===== config.mk =====
export PLATFORM = sky130hd
export DESIGN_NAME = debounce3_sync
export DESIGN_NICKNAME = d
export VERILOG_FILES = /design/src/rtl/debounce3_sync.sv
export SDC_FILE = /design/constraint.sdc
export NUM_CORES = 1
export LEC_CHECK = 0
export ABC_CLOCK_PERIOD_IN_PS = 1900
export BUFFER_PORTS_ARGS = -buffer_cell sky130_fd_sc_hd__buf_2
export CAP_MARGIN = 20
export CORE_MARGIN = 3
export CORE_UTILIZATION = 54
export CTS_CLUSTER_DIAMETER = 150
export DETAILED_ROUTE_END_ITERATION = 6
export PLACE_DENSITY = 0.73
export SLEW_MARGIN = 5
export SYNTH_ARGS = -nofsm -noshare
export SYNTH_HDL_FRONTEND = slang
export SYNTH_SLANG_ARGS = --single-unit

===== constraint.sdc =====
create_clock -name C -period 1.9 [get_ports C]
set_clock_uncertainty 0.1 [all_clocks]
set_input_delay 0 -clock C [delete_from_list [all_inputs] [get_ports C]]
set_output_delay 0 -clock C [all_outputs]
set_load 0.05 [all_outputs]

===== src/rtl/debounce3_sync.sv =====
// Three-channel synchronizer and debouncer with per-channel change pulses
// and a registered "any asserted" flag aligned with the clean levels.
module debounce3_sync #(
    parameter int WIDTH  = 4,
    parameter int STABLE = 10
) (
    input  logic C,
    input  logic R,
    input  logic CE,
    input  logic I0,
    input  logic I1,
    input  logic I2,
    output logic O0,
    output logic O1,
    output logic O2,
    output logic CHG0,
    output logic CHG1,
    output logic CHG2,
    output logic ANY
);

    generate
        if (STABLE < 1 || STABLE > (1 << WIDTH)) begin : g_bad_stable
            $error("debounce3_sync: STABLE out of range 1..2**WIDTH");
        end
    endgenerate

    localparam logic [WIDTH-1:0] LAST = WIDTH'(STABLE - 1);
    localparam logic [WIDTH-1:0] ONE  = WIDTH'(1);

    logic [2:0]       raw;
    logic [2:0]       s1;
    logic [2:0]       s2;
    logic [2:0]       lvl;
    logic [2:0]       lvl_n;
    logic [2:0]       chg;
    logic [2:0]       chg_n;
    logic [WIDTH-1:0] cnt   [3];
    logic [WIDTH-1:0] cnt_n [3];
    logic             any;

    assign raw = {I2, I1, I0};

    // A return to the held level cancels a pending change outright.
    always_comb begin
        for (int i = 0; i < 3; i++) begin
            lvl_n[i] = lvl[i];
            chg_n[i] = 1'b0;
            cnt_n[i] = cnt[i];
            if (s2[i] == lvl[i]) begin
                cnt_n[i] = '0;
            end else if (CE) begin
                if (cnt[i] == LAST) begin
                    lvl_n[i] = s2[i];
                    cnt_n[i] = '0;
                    chg_n[i] = 1'b1;
                end else begin
                    cnt_n[i] = cnt[i] + ONE;
                end
            end
        end
    end

    always_ff @(posedge C) begin
        if (!R) begin
            s1  <= '0;
            s2  <= '0;
            lvl <= '0;
            chg <= '0;
            any <= 1'b0;
            for (int i = 0; i < 3; i++) begin
                cnt[i] <= '0;
            end
        end else begin
            s1  <= raw;
            s2  <= s1;
            lvl <= lvl_n;
            chg <= chg_n;
            any <= |lvl_n;
            for (int i = 0; i < 3; i++) begin
                cnt[i] <= cnt_n[i];
            end
        end
    end

    assign O0   = lvl[0];
    assign O1   = lvl[1];
    assign O2   = lvl[2];
    assign CHG0 = chg[0];
    assign CHG1 = chg[1];
    assign CHG2 = chg[2];
    assign ANY  = any;

endmodule


==> qor.txt <==
CTS tree: done
Reg2Reg Launch Point: cnt[0][8]$_SDFFE_PP0P_
Standard-cell row count: 14
Final setup TNS: 0 ns
Synth Flop Type: dfxtp_1
Status: complete, no violations
Routability cong.: 0.730
First-pass GRT wire length: 2960 µm
Worst Hold Launch: s1[1]$_SDFF_PN0_
Chip width: 48.7 µm
Total setup buffers inserted after CTS: 0
Synth async-reset ratio: 0
WP data required: 2.01 ns
Fin. max-slew vios: 0
Most common cell in the netlist: dfxtp_1
Layout cell share with drive strength beyond 1: 0.189
Final wirelength: 1620 µm
Synthesized cell area: 983 µm²
RSZ-0062 raised after global routing: false
Vias: 717
Avg Cell Area, Syn: 9.83 µm²
Distinct cell type count after synthesis: 24
Clock transition at path regs: 0.13 ns
Initial antenna violation count: 0
Final Cycle Share: 0.805
Synth top area share: 0.509
Die height: 48.7 µm
Leak: 0.467 nW
HPWL after DPL: 1130 µm
Layout Utilization: 0.724
# clock sinks: 25
Worst reg2reg path depth: 4
Vias in the first global route: 699
Post-synth EDFFs: 0
Initial DRC count: 8
Final instance area: 1170 µm²
Slowest stage delay, CP: 0.52 ns
Net count, final: 129
DRT Pass-1 Iters: 4
RR Endpoint: ANY$_SDFF_PN0_
Crit path DAT: 1.64 ns
Hold WS: 0.354 ns
Core area: 1610 µm²
Number of remaining DRC errors: 0
Hold path cells: 1
Cell Chain, Critical Path: dlygate4sd3_1 -> buf_2 -> nand2_4 -> o31ai_1 -> a21boi_2 -> or3_1
PD cells: 689 nW/µm²
Die area: 2370 µm²
Post-DR vias/cell: 4.91
Filler Cell Count: 136
Inserted Diodes: 0
VDD IR-drop max: 0.474 mV
Syn nets: 106
Hold buffer count at CTS: 8
Worst setup SP type: input port
CTS HTree Levels: 1
Worst reg-to-reg setup slack: 0.43 ns
Slew margin rel.: 0.794
Final setup fails: 0
Top post-synthesis cells by area: dfxtp_1 (51%), xor2_1 (5.3%), nor2b_1 (4.5%)
Hold EP: s2[1]$_SDFF_PN0_
Seq cells post-synth: 25
Total power draw: 0.804 mW
TritonCTS Buffers: 3
Yosys Warn Count: 0
GRT overflow: 0
Clock Path Buffers: 2
Worst skew pair latency: 0.31 ns
Slew of the pin with the lowest slew margin: 0.307 ns
GRT Total Usage: 0.158
Worst Path Class, Setup: in2reg
Final Hold Fails: 0
Tmin final: 1.53 ns
Syn Inst Count: 100
Pin count of the biggest net entering global routing: 15
Resize count post-CTS: 0
HP Class: reg2reg
Synth top cells by count: dfxtp_1 (25), nor2_1 (9), nand2_1 (8)
Max-cap viol count: 0
Crit-path slowest cell: dlygate4sd3_1
Sequential area share after synthesis: 0.509
Crit. End Element: register
Dpl cell area: 1060 µm²
Root buffer cell: clkbuf_4
Area Overhead vs Synth: 18.6%
Largest area contributor in the netlist: dfxtp_1
Crit path max fanout: 9
Initial Utilization: 0.610
IO Pins: 13
DRT antenna net count: 0
IO buf count: 12
WL/cell: 11.1 µm
Max Freq: 654 MHz
[per-layer routing]
| metal | part of all wire | GRT usage | vias up |
|---|---|---|---|
| met5 | 0 | 0 | - |
| met3 | 0.024 | 0.0368 | 2 |
| li1 | - | - | 378 |
| met1 | 0.45 | 0.190 | 328 |
| met2 | 0.51 | 0.267 | 9 |
| met4 | 0.0080 | 0.0711 | 0 |
[where the power goes]
group / internal [mW] / switching (mW) / total [mW]
registers: 0.531 / 0.00415 / 0.535
clock network: 0.0786 / 0.148 / 0.227
logic: 0.0235 / 0.0181 / 0.0416
[per-stage QoR]
| stage | setup slack (ns) | std cells |
|---|---|---|
| floorplan | 0.540 | 100 |
| global placement | 0.467 | 134 |
| detailed placement | 0.444 | 134 |
| CTS | 0.373 | 146 |
| global route | 0.283 | 146 |
| finish | 0.371 | 146 |
[final cells by class]
type,count,area [µm²],share of cell area
repair buffers,20,140,0.120
flip-flops and latches,25,500,0.429
inverters,1,3.75,0.00322
clock inverters,1,5.00,0.00429
well taps,24,30.0,0.0258
multi-input cells,72,464,0.398
clock buffers,3,22.5,0.0193
[registers in the layout (all words and copies together) (netlist names)]
register / cells
lvl: 3
cnt: 12
ANY: 1
s1: 3
chg: 3
s2: 3
[critical path, delay by kind of cell]
kind	cells	cell delay, ns
buf+inv	2	0.79
compound gates	2	0.44
simple gates	2	0.41
[cell families (layout without fill, tap and decap cells)]
logic type	after synthesis	count (layout)	synth area share
flops	25	25	0.509
simple gates	47	47	0.286
compound gates	13	13	0.0751
mux	3	3	0.0305
buf+inv	3	25	0.0191
xor+xnor	9	9	0.0802
[layout by cell type, fill, tap and decap left out, types with 2 or more instances in the layout]
master and instances:
nand2_4 3, nor3b_1 3, nor2b_1 7, o21ai_0 5
nor3b_2 2, and2_1 6, nand2_1 8, nor2_1 9
a21oi_1 6, xnor2_1 3, mux2i_1 3, nor3_1 2
dfxtp_1 25, xor2_1 6, dlygate4sd3_1 8, nand3_1 3
clkbuf_4 3, buf_2 12
[worst max path at each step]
stage	slack, ns	from	cells after the start	to
after global routing	0.28	cnt[0][7]$_SDFFE_PP0P_	4	ANY$_SDFF_PN0_
after global placement	0.47	cnt[0][3]$_SDFFE_PP0P_	4	ANY$_SDFF_PN0_
after CTS	0.37	CE	6	ANY$_SDFF_PN0_
final	0.37	CE	6	ANY$_SDFF_PN0_
after floorplan	0.54	lvl[2]$_SDFF_PN0_	3	chg[2]$_SDFF_PP0_
after detailed placement	0.44	cnt[0][8]$_SDFFE_PP0P_	4	ANY$_SDFF_PN0_
No activity file was read; power rests on OpenSTA's default activity.
